===== config.mk =====
export PLATFORM = sky130hd
export DESIGN_NAME = inv_linear
export DESIGN_NICKNAME = d
export VERILOG_FILES = /design/src/rtl/inv_linear.sv
export SDC_FILE = /design/constraint.sdc
export NUM_CORES = 2
export LEC_CHECK = 0
export BUFFER_PORTS_ARGS = -buffer_cell sky130_fd_sc_hd__buf_2
export CAP_MARGIN = 20
export CORE_UTILIZATION = 40
export DETAILED_ROUTE_END_ITERATION = 6
export SLEW_MARGIN = 25
export SYNTH_ARGS = -nofsm -noshare
export SYNTH_HDL_FRONTEND = slang
export SYNTH_SLANG_ARGS = --single-unit

===== constraint.sdc =====
create_clock -name clk -period 21.9 [get_ports clk]
set_input_delay 3.285 -clock clk [delete_from_list [all_inputs] [get_ports clk]]
set_output_delay 3.285 -clock clk [all_outputs]
set_load 0.005 [all_outputs]

===== src/rtl/inv_linear.sv =====
// Iterative inverse of the ASCON linear diffusion layer.
// Applies L^(2^i) for i = 0..5 to all five words in parallel, one step per clock.
module inv_linear (
    input  logic        clk,
    input  logic        rst_n,
    input  logic        in_valid,
    output logic        in_ready,
    input  logic [63:0] IV,
    input  logic [63:0] k0,
    input  logic [63:0] k1,
    input  logic [63:0] n0,
    input  logic [63:0] n1,
    output logic        out_valid,
    input  logic        out_ready,
    output logic [63:0] oIV,
    output logic [63:0] ok0,
    output logic [63:0] ok1,
    output logic [63:0] on0,
    output logic [63:0] on1
);

    typedef enum logic [1:0] {
        IDLE,
        RUN,
        DONE
    } state_t;

    localparam logic [5:0] ROT_A [5] = '{6'd19, 6'd61, 6'd1, 6'd10, 6'd7};
    localparam logic [5:0] ROT_B [5] = '{6'd28, 6'd39, 6'd6, 6'd17, 6'd41};

    state_t      state;
    state_t      state_next;
    logic [2:0]  step;
    logic [63:0] work    [5];
    logic [63:0] res     [5];
    logic [63:0] stepped [5];

    function automatic logic [63:0] ror64(input logic [63:0] x, input logic [5:0] n);
        logic [127:0] d;
        d = {x, x} >> n;
        return d[63:0];
    endfunction

    // Squaring in GF(2) doubles each rotation amount; truncating to 6 bits gives the mod 64.
    always_comb begin
        for (int s = 0; s < 5; s++) begin
            stepped[s] = work[s]
                       ^ ror64(work[s], 6'(ROT_A[s] << step))
                       ^ ror64(work[s], 6'(ROT_B[s] << step));
        end
    end

    always_comb begin
        state_next = state;
        in_ready   = 1'b0;
        out_valid  = 1'b0;
        case (state)
            IDLE: begin
                in_ready = 1'b1;
                if (in_valid) state_next = RUN;
            end
            RUN: begin
                if (step == 3'd5) state_next = DONE;
            end
            DONE: begin
                out_valid = 1'b1;
                if (out_ready) state_next = IDLE;
            end
            default: state_next = IDLE;
        endcase
    end

    // Result registers are separate from the working set so outputs only move on step edges.
    always_ff @(posedge clk) begin
        if (!rst_n) begin
            state <= IDLE;
            step  <= 3'd0;
            for (int s = 0; s < 5; s++) begin
                work[s] <= 64'd0;
                res[s]  <= 64'd0;
            end
        end else begin
            state <= state_next;
            case (state)
                IDLE: begin
                    if (in_valid) begin
                        work[0] <= IV;
                        work[1] <= k0;
                        work[2] <= k1;
                        work[3] <= n0;
                        work[4] <= n1;
                        step    <= 3'd0;
                    end
                end
                RUN: begin
                    for (int s = 0; s < 5; s++) begin
                        work[s] <= stepped[s];
                        res[s]  <= stepped[s];
                    end
                    step <= (step == 3'd5) ? 3'd0 : step + 3'd1;
                end
                default: ;
            endcase
        end
    end

    assign oIV = res[0];
    assign ok0 = res[1];
    assign ok1 = res[2];
    assign on0 = res[3];
    assign on1 = res[4];

endmodule


==> impl_metrics.json <==
{
  "status": "finished with violations",
  "violations": "DRC",
  "grt.total_usage": 0.4266,
  "ir_drop_mv": 0.07215,
  "yosysTopAreaCell": "edfxtp_1",
  "rr_startpoint": "step[1]",
  "yosysSeqAreaShare": 0.2382,
  "clock_tree.root_cell": "clkbuf_16",
  "first_pass_iters": 7,
  "ctsResizeCount": 0,
  "vias_per_cell": 7.351,
  "cts_tree": "done",
  "synthFlopType": "edfxtp_1",
  "fmax_ghz": 0.1275,
  "grt.met2_usage": 0.6074,
  "arrival_ns": 8.37,
  "first_global_vias": 78080,
  "r2r_end": "work[0][313]",
  "leakage_nw": 34.29,
  "grt_first_pass_wirelength_mm": 625.0,
  "start_kind": "flip-flop",
  "multi_input_area_sq_mm": 0.05687,
  "synth-edff-count": 640,
  "cpPeakStageDelay_ns": 0.86,
  "fillers": 19570,
  "cts.clk_slew.worst_paths_ns": 0.07,
  "die_x_um": 452.3,
  "min_period_over_period": 0.3581,
  "yosysTopAreaCellShare": 0.2369,
  "use_met1": 0.5458,
  "remaining_drc_errors": 50,
  "initial_utilization": 0.4042,
  "rows": 164,
  "drt-wirelength-per-cell_um": 39.91,
  "async_flop_share": 0,
  "crit_path_frequent_cell": "buf_4",
  "gr-usage-met3": 0.1538,
  "critPathRequiredTime_ns": 22.43,
  "vias": 83800,
  "drtIter0Drc": 14000,
  "worst_skew_pair.late_latency_ns": 0.81,
  "path_cells": "clkinv_2, ha_4, nand2b_4, buf_4, buf_4, buf_4, a211oi_1, nor4b_2, a21oi_1, mux4_2, xor2_1, xnor2_1, o21ai_1",
  "synthToLayoutAreaGrowth_pct": 8.287,
  "hp-class": "flip-flop to flip-flop",
  "syn-num-nets": 9048,
  "busiest_layer": "met2",
  "ctsHoldBuffers": 0,
  "max_cap_viol_count": 0,
  "dp_hpwl_mm": 321.8,
  "netlist_area_sq_mm": 0.08111,
  "synth_cells": 8716,
  "antenna_found_initial": 26,
  "drv_slew": 0,
  "final_layout_size_suffix_gt1_frac": 0.2175,
  "gr-total-overflow": 0,
  "skew_ns": 0.06841,
  "portBuffers": 645,
  "antenna_left": 0,
  "core_sq_mm": 0.2007,
  "tns_ns": 0,
  "drt-total-wl_mm": 454.9,
  "seq_area_sq_mm": 0.01933,
  "cts_htree_levels": 3,
  "cp_slowest_cell": "dfxtp_4",
  "slew_headroom": 0.1549,
  "powerDensity_mw_per_mm2": 109.5,
  "post-cts-setup-buffers": 0,
  "critPathCaptureType": "flip-flop",
  "cts_made_buffers": 77,
  "synth_area_leaders": "edfxtp_1 24%, mux2i_1 14%, mux4_2 13%",
  "whs_ns": 0.6638,
  "r2r_setup_slack_ns": 14.06,
  "syn_avg_cell_area_sq_um": 9.306,
  "grt_setup_unrepaired": "false",
  "cp_max_fo": 50,
  "grt_max_degree": 187,
  "layout_min_cycle_time_ns": 7.843,
  "yosys_warnings": 0,
  "num_io_pins": 646,
  "cts_sinks": 645,
  "clockBufferDepth": 3,
  "die-height_um": 452.3,
  "ys_types": 106,
  "hold_viol_final": 0,
  "worstMarginPinSlew_ns": 1.256,
  "crit_type": "flip-flop to flip-flop",
  "setup_viol": 0,
  "startpoint": "step[1]",
  "gp_congestion": 1.081,
  "endpoint": "work[0][313]",
  "reg2reg_depth": 13,
  "final_nets": 8997,
  "dieArea_sq_mm": 0.2046,
  "ys_ff_latch": 645
}
[report_power, final]
group | total [mW] | leakage [nW] | switching, mW | internal (mW)
registers | 2.29 | 7.01 | 0.596 | 1.70
logic | 5.97 | 26.1 | 3.85 | 2.13
clock network | 1.35 | 1.20 | 0.606 | 0.745
total | 9.61 | 34.3 | 5.05 | 4.57
[per-layer routing]
metal | wire length [um] | vias up
li1 | - | 33520
met1 | 171800 | 41510
met2 | 186800 | 7086
met3 | 61390 | 1667
met4 | 34750 | 16
met5 | 185 | -
[critical path, delay by kind of cell (launching register included)]
kind | cells | cell delay [ns]
buf+inv | 4 | 2.97
simple gates | 2 | 1.42
flops | 1 | 0.86
fa+ha+maj | 1 | 0.64
xor+xnor | 2 | 0.51
mux | 1 | 0.50
compound gates | 3 | 0.49
[area by class of cell]
class	count	area share
Clock inverter	46	0.005955
Antenna cell	19	0.0005413
Inverter	54	0.002479
Sequential cell	645	0.2200
Tap cell	2656	0.03784
Clock buffer	93	0.02286
Multi-Input combinational cell	6954	0.6475
Timing Repair Buffer	933	0.06279
[flip-flops by register name (all words and copies together), names as in the netlist]
register and count:
res 320, state 2, step 3, work 320
[metrics by stage]
stage | cells | instance area (sq um) | utilization | worst slack, ns | power (mW)
detailed placement | 11240 | 85160 | 0.4243 | 14.08 | 7.910
global route | 11380 | 87790 | 0.4374 | 13.83 | 9.806
floorplan | 8716 | 81110 | - | 4.408 | 5.572
CTS | 11380 | 87690 | 0.4369 | 14.09 | 9.286
finish | 11400 | 87830 | 0.4377 | 14.06 | 9.613
global placement | 11240 | 85020 | 0.4237 | 14.13 | 7.879
[synth_stat cells, types with 63 or more instances]
master	number
a211oi_1	109
a21o_1	83
a21oi_1	404
a22o_1	63
a22oi_1	295
a32oi_1	82
buf_1	74
buf_2	271
buf_4	118
clkbuf_1	543
edfxtp_1	640
mux2_2	180
mux2i_1	1141
mux4_2	464
nand2_1	627
nand3_1	150
nor2_1	684
nor3_1	67
nor3b_1	93
o211ai_1	107
o21ai_0	521
o221ai_1	64
o22ai_1	222
xnor2_1	462
xor2_1	199
[placed cells by master (no fill, tap or decap), types with 198 or more instances in the layout]
cell | netlist | routed
o21ai_0 | 521 | 519
a21oi_1 | 404 | 402
xnor2_1 | 462 | 456
buf_4 | 118 | 276
nand2_1 | 627 | 622
xor2_1 | 199 | 198
nor2_1 | 684 | 665
mux4_2 | 464 | 464
mux2i_1 | 1141 | 1134
edfxtp_1 | 640 | 640
o22ai_1 | 222 | 222
buf_2 | 271 | 645
a22oi_1 | 295 | 295
[logic make-up after synthesis]
group	count (synthesis)	share of synthesized area
AOI/OAI and AO/OA	2450	0.2035
xor gates and xnor gates	673	0.07471
adders and majority gates	8	0.001234
buffers and inverters	1117	0.06696
DFF	645	0.2382
muxes	1788	0.2952
and+or+nand+nor	2035	0.1202
[worst min-delay path by stage]
stage	start	slack [ns]	cells after the start	endpoint
6_report	state[1]	0.66	2	step[0]
5_1_grt	state[1]	0.67	2	step[0]
4_1_cts	state[1]	0.64	2	step[0]
3_5_place_dp	state[1]	0.63	2	step[0]
3_3_place_gp	state[1]	0.56	2	step[0]
2_1_floorplan	state[1]	0.54	2	step[0]
(Power assumes the default switching activity.)
